## src/rtl/arb_pkg.sv

```systemverilog
`default_nettype none
// ---------------------------------------------------------------------------
// arb_pkg : shared types/constants for the 8-way round-robin arbiter  (rev 1.0)
// ---------------------------------------------------------------------------
package arb_pkg;

  localparam int N    = 8;
  localparam int IDXW = 3;

  typedef enum logic [0:0] {
    IDLE  = 1'b0,
    GRANT = 1'b1
  } state_t;

  // Pointer moves one below the winner so the winner becomes lowest priority.
  function automatic logic [IDXW-1:0] wrap_dec(input logic [IDXW-1:0] idx);
    return (idx == '0) ? IDXW'(N - 1) : idx - IDXW'(1);
  endfunction

endpackage
`default_nettype wire

```

## src/rtl/rot_prio_enc.sv

```systemverilog
`default_nettype none
// ---------------------------------------------------------------------------
// rot_prio_enc : 8-to-3 priority encoder, search descending from ptr  (rev 1.0)
// ---------------------------------------------------------------------------
module rot_prio_enc
  import arb_pkg::*;
(
  input  logic [N-1:0]    req,
  input  logic [IDXW-1:0] ptr,
  output logic [IDXW-1:0] idx,
  output logic            any_valid
);

  always_comb begin
    idx       = '0;
    any_valid = 1'b0;
    // Index arithmetic is modulo 8, so ptr - i wraps from 0 back to 7.
    for (int i = 0; i < N; i++) begin
      if (!any_valid && req[ptr - IDXW'(i)]) begin
        any_valid = 1'b1;
        idx       = ptr - IDXW'(i);
      end
    end
  end

endmodule
`default_nettype wire

```

## src/rtl/rr_arbiter8.sv

```systemverilog
`default_nettype none
// ---------------------------------------------------------------------------
// rr_arbiter8 : 8-requester round-robin arbiter with bounded hold time  (rev 1.0)
// ---------------------------------------------------------------------------
module rr_arbiter8
  import arb_pkg::*;
#(
  parameter int RR_EN    = 1,
  parameter int MAX_HOLD = 16
) (
  input  logic            clk,
  input  logic            rst_n,
  input  logic [N-1:0]    req,
  output logic [N-1:0]    gnt,
  output logic [IDXW-1:0] gnt_idx,
  output logic            gnt_valid,
  output logic            timeout
);

  localparam int             HCW       = $clog2(MAX_HOLD + 2);
  localparam logic [HCW-1:0] HOLD_LAST = HCW'((MAX_HOLD == 0) ? 0 : MAX_HOLD - 1);

  state_t          state, state_nxt;
  logic [IDXW-1:0] ptr, ptr_nxt;
  logic [HCW-1:0]  hold_cnt, hold_nxt;
  logic [N-1:0]    gnt_nxt;
  logic [IDXW-1:0] idx_nxt;
  logic            timeout_nxt;
  logic [IDXW-1:0] win_idx;
  logic            win_valid;

  rot_prio_enc u_enc (
    .req       (req),
    .ptr       (ptr),
    .idx       (win_idx),
    .any_valid (win_valid)
  );

  always_comb begin
    state_nxt   = state;
    ptr_nxt     = ptr;
    hold_nxt    = hold_cnt;
    gnt_nxt     = gnt;
    idx_nxt     = gnt_idx;
    timeout_nxt = 1'b0;
    case (state)
      IDLE: begin
        gnt_nxt = '0;
        if (win_valid) begin
          state_nxt = GRANT;
          gnt_nxt   = {{(N-1){1'b0}}, 1'b1} << win_idx;
          idx_nxt   = win_idx;
          hold_nxt  = '0;
          ptr_nxt   = (RR_EN != 0) ? wrap_dec(win_idx) : IDXW'(N - 1);
        end
      end
      GRANT: begin
        if (hold_cnt != '1) hold_nxt = hold_cnt + 1'b1;
        // Release wins over timeout when both occur on the same cycle.
        if (!req[gnt_idx]) begin
          state_nxt = IDLE;
          gnt_nxt   = '0;
        end else if (MAX_HOLD != 0 && hold_cnt == HOLD_LAST) begin
          state_nxt   = IDLE;
          gnt_nxt     = '0;
          timeout_nxt = 1'b1;
        end
      end
      default: begin
        state_nxt = IDLE;
        gnt_nxt   = '0;
      end
    endcase
  end

  always_ff @(posedge clk) begin
    if (!rst_n) begin
      state    <= IDLE;
      ptr      <= IDXW'(N - 1);
      hold_cnt <= '0;
      gnt      <= '0;
      gnt_idx  <= '0;
      timeout  <= 1'b0;
    end else begin
      state    <= state_nxt;
      ptr      <= ptr_nxt;
      hold_cnt <= hold_nxt;
      gnt      <= gnt_nxt;
      gnt_idx  <= idx_nxt;
      timeout  <= timeout_nxt;
    end
  end

  assign gnt_valid = |gnt;

endmodule
`default_nettype wire
```

## config.mk

```make
export PLATFORM = sky130hd
export DESIGN_NAME = rr_arbiter8
export DESIGN_NICKNAME = d
export VERILOG_FILES = /design/src/rtl/arb_pkg.sv /design/src/rtl/rot_prio_enc.sv /design/src/rtl/rr_arbiter8.sv
export SDC_FILE = /design/constraint.sdc
export NUM_CORES = 1
export LEC_CHECK = 0
export BUFFER_PORTS_ARGS = -buffer_cell sky130_fd_sc_hd__buf_2
export CELL_PAD_IN_SITES_DETAIL_PLACEMENT = 0
export CELL_PAD_IN_SITES_GLOBAL_PLACEMENT = 1
export CORE_MARGIN = 2
export CORE_UTILIZATION = 49
export DETAILED_ROUTE_END_ITERATION = 12
export PLACE_DENSITY = 0.88
export SETUP_SLACK_MARGIN = 0.15
export SYNTH_ARGS = -nofsm -noshare
export SYNTH_HDL_FRONTEND = slang
export SYNTH_HIERARCHICAL = 1
export SYNTH_SLANG_ARGS = --single-unit
```

## constraint.sdc

```tcl
create_clock -name clk -period 9.6 [get_ports clk]
set_clock_uncertainty 0.1 [all_clocks]
set_input_delay 1.44 -clock clk [delete_from_list [all_inputs] [get_ports clk]]
set_output_delay 1.44 -clock clk [all_outputs]
set_load 0.1 [all_outputs]
```

==> results of run 1 <==
layout make-up:
type | instances | area [sq um] | area share (%)
inverters | 9 | 33.78 | 1.513
multi-input cells | 180 | 1562 | 69.92
repair buffers | 22 | 110.1 | 4.930
well taps | 50 | 62.56 | 2.801
clock buffers | 4 | 45.04 | 2.017
flip-flops and latches | 21 | 420.4 | 18.82
layer usage:
metal / global-route usage (%) / part of all wire (%) / vias up / wire (um)
li1: - / - / 886 / -
met1: 28.37 / 45 / 886 / 2212
met2: 36.32 / 50 / 49 / 2453
met3: 1.599 / 3.3 / 8 / 161
met4: 4.793 / 1.9 / 0 / 93
met5: 0 / 0 / - / 0
final timing paths:
path                              from  endpoint  slack (ps)  cells after the start
worst max register to register  ptr[0]    ptr[2]        4560                     14
worst max-delay path            ptr[0]    ptr[2]        4560                     14
worst min-delay path            gnt[0]    gnt[0]         390                      1
worst min register to register  gnt[0]    gnt[0]         390                      1
kinds of logic after synthesis:
logic type	Yosys count	share of synthesized area, %
AO/OA/AOI/OAI	54	18.32
AND/OR/NAND/NOR	74	20.42
adder cells (fa/ha/maj)	10	6.006
XOR/XNOR	3	1.261
multiplexers	39	28.95
flip-flops	21	20.18
buffers and inverters	19	4.865
synth_stat cells (5+ instances only):
master	number
dfxtp_1	21
nand2_1	21
mux2i_1	16
mux4_2	13
a21oi_1	10
ha_1	10
nor2_1	10
o21ai_0	9
a22o_1	8
inv_1	8
nand2b_1	6
nor2b_1	6
clkbuf_1	5
cell usage in the layout, fill, tap and decap left out, types with 2 or more instances in the layout:
cell type,n
ha_1,10
xnor2_1,2
mux4_2,13
or2_1,2
nor3b_1,3
and2_1,3
nand3_1,4
a211oi_1,2
dfxtp_1,21
nor2_1,10
mux2_2,4
a211o_1,2
a21oi_1,10
a21boi_0,3
a32oi_1,2
mux2_4,2
inv_1,8
a22oi_1,4
nand2_1,21
mux2i_1,16
and3_1,3
mux2_1,2
nor3b_2,2
nor2b_1,6
clkbuf_8,3
buf_2,22
a31oi_1,3
o2bb2ai_1,3
mux4_1,2
nand2b_1,6
nor3_1,4
o21ai_0,9
a22o_1,8
nor4_1,3
sequential cells by signal, summed over array words and instances, names as in the netlist:
signal and flops:
timeout 1, gnt 8, state 1, gnt_idx 3, ptr 3, hold_cnt 5
through the flow:
step | cells | utilization [%]
after global placement | 282 | 53.93
final | 286 | 55.04
after CTS | 286 | 55.04
after detailed placement | 282 | 53.93
after floorplan | 220 | -
after global routing | 286 | 55.04
worst max-delay path: stages, from the launching register on:
cell and delay [ps]:
dfxtp_1 750, inv_2 220, ha_1 910, mux4_1 700, mux2_2 330, nor3b_1 270
or4b_1 460, a32oi_1 160, or2_1 220, inv_1 100, ha_1 250, nor3_1 190
a211oi_1 60, a21oi_1 140, nand2_1 60
==> impl_metrics.yaml, run 1 <==
global_route:
  grt_max_degree: 23
  antenna_found_initial: 0
  grt_pass1_vias: 1784
  overflow: 0
  grt_pass1_wl_mm: 8.404
  grt_usage_pct: 20.91
final_layout:
  fillerInstances: 395
  area_delta_synth_final_pct: 7.207
  finalNetCount: 257
  layout-drive-gt1-share_pct: 22.03
  diodes: 0
  design_area_sq_mm: 0.002233
sta:
  fmax_ghz: 0.1984
  setup_ws_ps: 4561
  setup_viol: 0
  slew_violations: 0
  min_period_over_period_pct: 52.49
  relSlewSlack_pct: 44.13
  holdWs_ps: 393.4
  rsz0062_at_grt: "false"
  setup_tns_ps: 0
  hold_viol: 0
  max_slew.worst_pin.slew_ps: 838.0
  period_needed_ps: 5039
yosys:
  synth_edf_count: 0
  synth_nets: 240
  yosysTopAreaCellShare_pct: 20.18
  ys_seq_elements: 21
  syn_area_sq_mm: 0.002083
  synth_cell_types: 52
  yosysSeqAreaShare_pct: 20.18
  yosys_most_used_dff: "dfxtp_1"
  synth_largest_area_cell: "dfxtp_1"
  syn_inst: 220
  yosys_warnings: 6
  synth_area_per_cell_sq_um: 9.469
  synthTopCellsByArea: "dfxtp_1 20%, mux4_2 14%, mux2i_1 7.7%"
  async_flop_share_pct: 0
floorplanning:
  num_rows: 23
  die_y_um: 69.21
  coreArea_sq_mm: 0.004058
  die_w_um: 69.21
  start_util_pct: 51.34
  ios: 23
  design.die.area_sq_mm: 0.004789
placed_design:
  hpwl_mm: 3.609
  place.port_buffers: 22
  place_ws_ps: 4590
  gp_congestion: 0.9157
  place_area_sq_mm: 0.002188
route:
  vias: 1829
  drt-initial-drc-count: 187
  drt_wl_total_mm: 4.921
  drt_first_pass_iters: 4
  ant_nets: 0
  vias_per_cell: 6.395
  wl_per_cell_um: 17.21
  drcViolationCount: 0
critical_path:
  cp_max_fo: 20
  crit_arrival_ps: 5080
  crit_required_ps: 9640
  cp-end-kind: "register"
  path_class: "reg2reg"
  setup.worst_path.start_class: "register"
clock_tree:
  clkSlewWorstSetupHoldPaths_ps: 80
  clkSinkCount: 21
  clk_path_buf_depth: 2
  postCtsHoldBufs: 0
  cts_setup_buffers: 0
  cts_tree: "built"
  cts_made_buffers: 3
  cts_resized: 0
  clock_latency_ps: 250
  clockRootBuffer: "clkbuf_8"
  htreeDepth: 1
status:
  outcome: "completed"
flow_run:
  maxCapViolations: 0
worst_hold_path:
  worst_hold_path_type: "reg2reg"
Power of run 1 is not shown: default switching activity piles up to over one toggle a cycle in this logic, so the estimate is an artifact.
==> inputs of run 2 (changes only) <==
- CORE_UTILIZATION: 49 -> 41
- PLACE_DENSITY: 0.88 -> 0.79
- clock period: 9.6 -> 4.24 ns (I/O delays scaled with it)
==> run 2 against run 1 <==
Register-to-register slack lost 4200 ps. Wire length grew 0.33%. Maximum frequency grew 30%. Setup slack lost 4200 ps. Worst hold slack lost 1.4 ps. Cell count grew 7.7%. Clock-buffer cell count shrank 1. Global-route usage shrank 2.4 points. First-iteration DRC count shrank 38%. Sequential cell count is the same.
==> impl_metrics.yaml, run 2 (synthesis results as in run 1) <==
status:
  outcome: "completed"
route:
  drt-initial-drc-count: 116
  drcViolationCount: 0
  drt_wl_total_mm: 4.937
  vias: 1832
  wl_per_cell_um: 16.03
  drt_first_pass_iters: 4
  ant_nets: 0
  vias_per_cell: 5.948
sta:
  holdWs_ps: 392.0
  relSlewSlack_pct: 64.96
  min_period_over_period_pct: 91.19
  period_needed_ps: 3866
  rsz0062_at_grt: "false"
  max_slew.worst_pin.slew_ps: 521.6
  fmax_ghz: 0.2586
  slew_violations: 0
  setup_viol: 0
  hold_viol: 0
  setup_tns_ps: 0
  setup_ws_ps: 373.7
floorplanning:
  num_rows: 25
  design.die.area_sq_mm: 0.005667
  die_y_um: 75.28
  start_util_pct: 43.25
  ios: 23
  die_w_um: 75.28
  coreArea_sq_mm: 0.004817
final_layout:
  seqCellArea_sq_um: 420.4
  top_regs: "gnt: 8 flops, hold_cnt: 5 flops"
  layout_common_cells: "22 x buf_2, 21 x nand2_1, 21 x dfxtp_1, 16 x mux2i_1, 13 x mux4_2"
  multi_input_area_sq_mm: 0.001577
  largest_register_ffs: 8
  design_area_sq_mm: 0.002308
  layout-drive-gt1-share_pct: 24.90
  finalNetCount: 262
  largest_register: "gnt"
  fillerInstances: 479
  area_delta_synth_final_pct: 10.81
  mostFrequentLayoutCell: "buf_2"
  diodes: 0
flow_run:
  maxCapViolations: 0
clock_tree:
  postCtsHoldBufs: 0
  clkSinkCount: 21
  cts_made_buffers: 3
  cts_tree: "built"
  clk_path_buf_depth: 2
  clkSlewWorstSetupHoldPaths_ps: 80
  clockRootBuffer: "clkbuf_8"
  clock_latency_ps: 260
  htreeDepth: 1
placed_design:
  place.port_buffers: 22
  hpwl_mm: 3.739
  place_area_sq_mm: 0.002247
  place_ws_ps: 240.5
  gp_congestion: 0.9306
worst_hold_path:
  hold_start: "gnt[0]"
  whs_path_depth: 1
  worstHoldEndpoint: "gnt[0]"
  worst_hold_path_type: "reg2reg"
critical_path:
  cp_max_fo: 7
  r2r_end: "ptr[2]"
  setup.worst_path.start_class: "register"
  cp-end-kind: "register"
  r2r_setup_slack_ps: 370
  path_class: "reg2reg"
  crit_arrival_ps: 3920
  crit_required_ps: 4290
  crit-reg2reg-launch: "ptr[1]"
  ff2ff_path_depth: 15
global_route:
  grt_pass1_vias: 1707
  overflow: 0
  grt_pass1_wl_mm: 8.142
  grt_usage_pct: 18.50
  grt_max_degree: 15
  antenna_found_initial: 0
[run 2: layout make-up]
type	count	area share, %
Multi-Input combinational cell	180	68.29
Clock inverter	1	0.2168
Tap cell	67	3.631
Inverter	9	1.463
Sequential cell	21	18.21
Timing Repair Buffer	27	6.396
Clock buffer	3	1.789
[run 2: how the worst max path moves through the flow]
stage               endpoint  cells past startpoint   start  slack (ps)
global route          ptr[2]                     15  ptr[1]         170
global placement      ptr[2]                     15  ptr[1]         320
CTS                   ptr[2]                     15  ptr[0]         220
detailed placement    ptr[2]                     15  ptr[0]         240
floorplan             ptr[2]                     16  ptr[1]         240
finish                ptr[2]                     15  ptr[1]         370
[run 2: timing repair]
action                                  in CTS  in global routing
endpoints found under the setup margin       0                  3
buffers inserted                             0                  0
resized for setup                            0                  3
[run 2: critical path: stages (launching register included)]
cell and delay [ps]:
dfxtp_1 330, inv_1 130, ha_4 340, buf_4 160, mux2_4 310, mux4_1 520, o22a_1 250, or4b_1 470
a32oi_1 210, or2_4 190, inv_1 80, ha_1 230, nor3_1 180, a211oi_1 60, a21oi_1 130, nand2_1 60
[run 2: per-layer routing]
layer,GRT usage (%),vias to the layer above,part of all wire (%)
li1,-,893,-
met1,25.54,865,46
met2,29.47,57,46
met3,1.473,17,4.0
met4,8.382,0,3.6
met5,0,-,0
[run 2: stage by stage]
stage	std cells	utilization, %
finish	308	47.92
global route	308	47.92
CTS	308	47.61
detailed placement	304	46.65
global placement	304	46.65
floorplan	220	-
Power of run 2 is left out for the same reason.
==> inputs of run 3 (changes only) <==
- CORE_MARGIN: 2 -> unset
==> run 3 against run 2 <==
Wire length grew 5.2%. Die area is 5.2% lower. Global-route usage up 1.5 points. Critical path depth is the same. Worst hold slack improved by 3.7 ps. Via count rose by 0.49%. Sequential cell count did not move. Sequential share of layout area decreased by 0.16 points. Setup slack got worse by 32 ps. Maximum frequency down 0.83%. Clock-buffer cell count increased by 1. Cell count did not move.
==> impl_metrics.yaml, run 3 (synthesis results as in run 1) <==
status:
  outcome: "completed"
clock_tree:
  htreeDepth: 1
  clock_latency_ps: 260
  cts_tree: "built"
  clk_path_buf_depth: 2
  cts_made_buffers: 3
  clkSlewWorstSetupHoldPaths_ps: 70
  clkSinkCount: 21
  clockRootBuffer: "clkbuf_8"
global_route:
  grt_usage_pct: 20.02
  antenna_found_initial: 0
  grt_pass1_vias: 1679
  overflow: 0
  grt_pass1_wl_mm: 8.245
  grt_max_degree: 20
floorplanning:
  coreArea_sq_mm: 0.004817
  start_util_pct: 43.25
  die_y_um: 73.28
  ios: 23
  design.die.area_sq_mm: 0.005370
  num_rows: 25
  die_w_um: 73.28
route:
  vias: 1841
  drt-initial-drc-count: 189
  drcViolationCount: 0
  wl_per_cell_um: 16.86
  vias_per_cell: 5.977
  drt_first_pass_iters: 4
  ant_nets: 0
  drt_wl_total_mm: 5.193
critical_path:
  crit_required_ps: 4290
  critPathTopFamily: "simple AND/OR/NAND/NOR gates"
  crit_slowest_cell: "mux4_1"
  worstPathCellList: "inv_1 > ha_4 > buf_12 > mux2_1 > mux4_1 > o22a_1 > or4b_1 > a32oi_1 > or2_4 > inv_1 > ha_1 > nor3_1 > a211oi_1 > a21oi_1 > nand2_1"
  crit_arrival_ps: 3950
  cpMostUsedCell: "inv_1"
  setup.worst_path.start_class: "register"
  slowest_delay_ps: 530
  cp_max_fo: 19
  path_buf_inv: 3
  cp-end-kind: "register"
  path_class: "reg2reg"
placed_design:
  place.port_buffers: 22
  gp_congestion: 0.9809
  hpwl_mm: 3.797
  place_inst: 304
final_layout:
  layout-drive-gt1-share_pct: 24.48
  top_regs: "gnt: 8 flops, hold_cnt: 5 flops"
  fillerInstances: 486
  largest_register_ffs: 8
  diodes: 0
  finalNetCount: 262
  seqCellArea_sq_um: 420.4
  layout.cells.non_filler: 308
  multi_input_area_sq_mm: 0.001585
  area_delta_synth_final_pct: 11.77
  layout_common_cells: "22 x buf_2, 21 x nand2_1, 21 x dfxtp_1, 16 x mux2i_1, 13 x mux4_2"
  fin_util_pct: 48.34
  mostFrequentLayoutCell: "buf_2"
  largest_register: "gnt"
sta:
  setup_tns_ps: 0
  setup_viol: 0
  max_slew.worst_pin.slew_ps: 645.3
  period_needed_ps: 3899
  hold_viol: 0
  relSlewSlack_pct: 56.92
  slew_violations: 0
  fmax_ghz: 0.2565
  min_period_over_period_pct: 91.95
  rsz0062_at_grt: "false"
flow_run:
  maxCapViolations: 0
worst_hold_path:
  worst_hold_path_type: "reg2reg"
==> run 3: cell count changes in the layout (fill, tap and decap cells not counted), sizes merged <==
cell    delta
clkinv     -1
clkbuf     +1
==> run 3: worst paths after layout <==
path          start  depth (start not counted)     end  slack [ps]
min          gnt[0]                          1  gnt[0]         400
max reg2reg  ptr[1]                         15  ptr[2]         340
min reg2reg  gnt[0]                          1  gnt[0]         400
max          ptr[1]                         15  ptr[2]         340
==> run 3: what timing repair did <==
item                                    4_1_cts  5_1_grt
hold buffers                                  0        0
setup buffers                                 0        0
endpoints found under the setup margin        0        3
gates resized for setup                       0        6
==> run 3: metal layers <==
layer	wire length [um]	GRT usage, %	up-vias
met5	0	0	-
met1	2299	26.05	881
met4	162	9.586	0
li1	-	-	893
met2	2562	33.64	52
met3	168	1.509	15
==> run 3: cell type report <==
cell class	instances	area share, %
sequential	21	18.05
clock buffer	4	1.934
inverter	9	1.451
multi-input combinational	180	68.08
timing repair buffer	27	6.878
tap	67	3.600
==> run 3: metrics by stage <==
step	setup slack, ps	hold WS, ps	cell area (sq um)
4_1_cts	162.2	395.3	2292
3_5_place_dp	174.0	379.3	2247
2_1_floorplan	235.3	405.0	2085
6_report	341.5	395.7	2328
3_3_place_gp	263.8	389.7	2247
5_1_grt	169.8	406.0	2328
Power of run 3 is left out for the same reason.
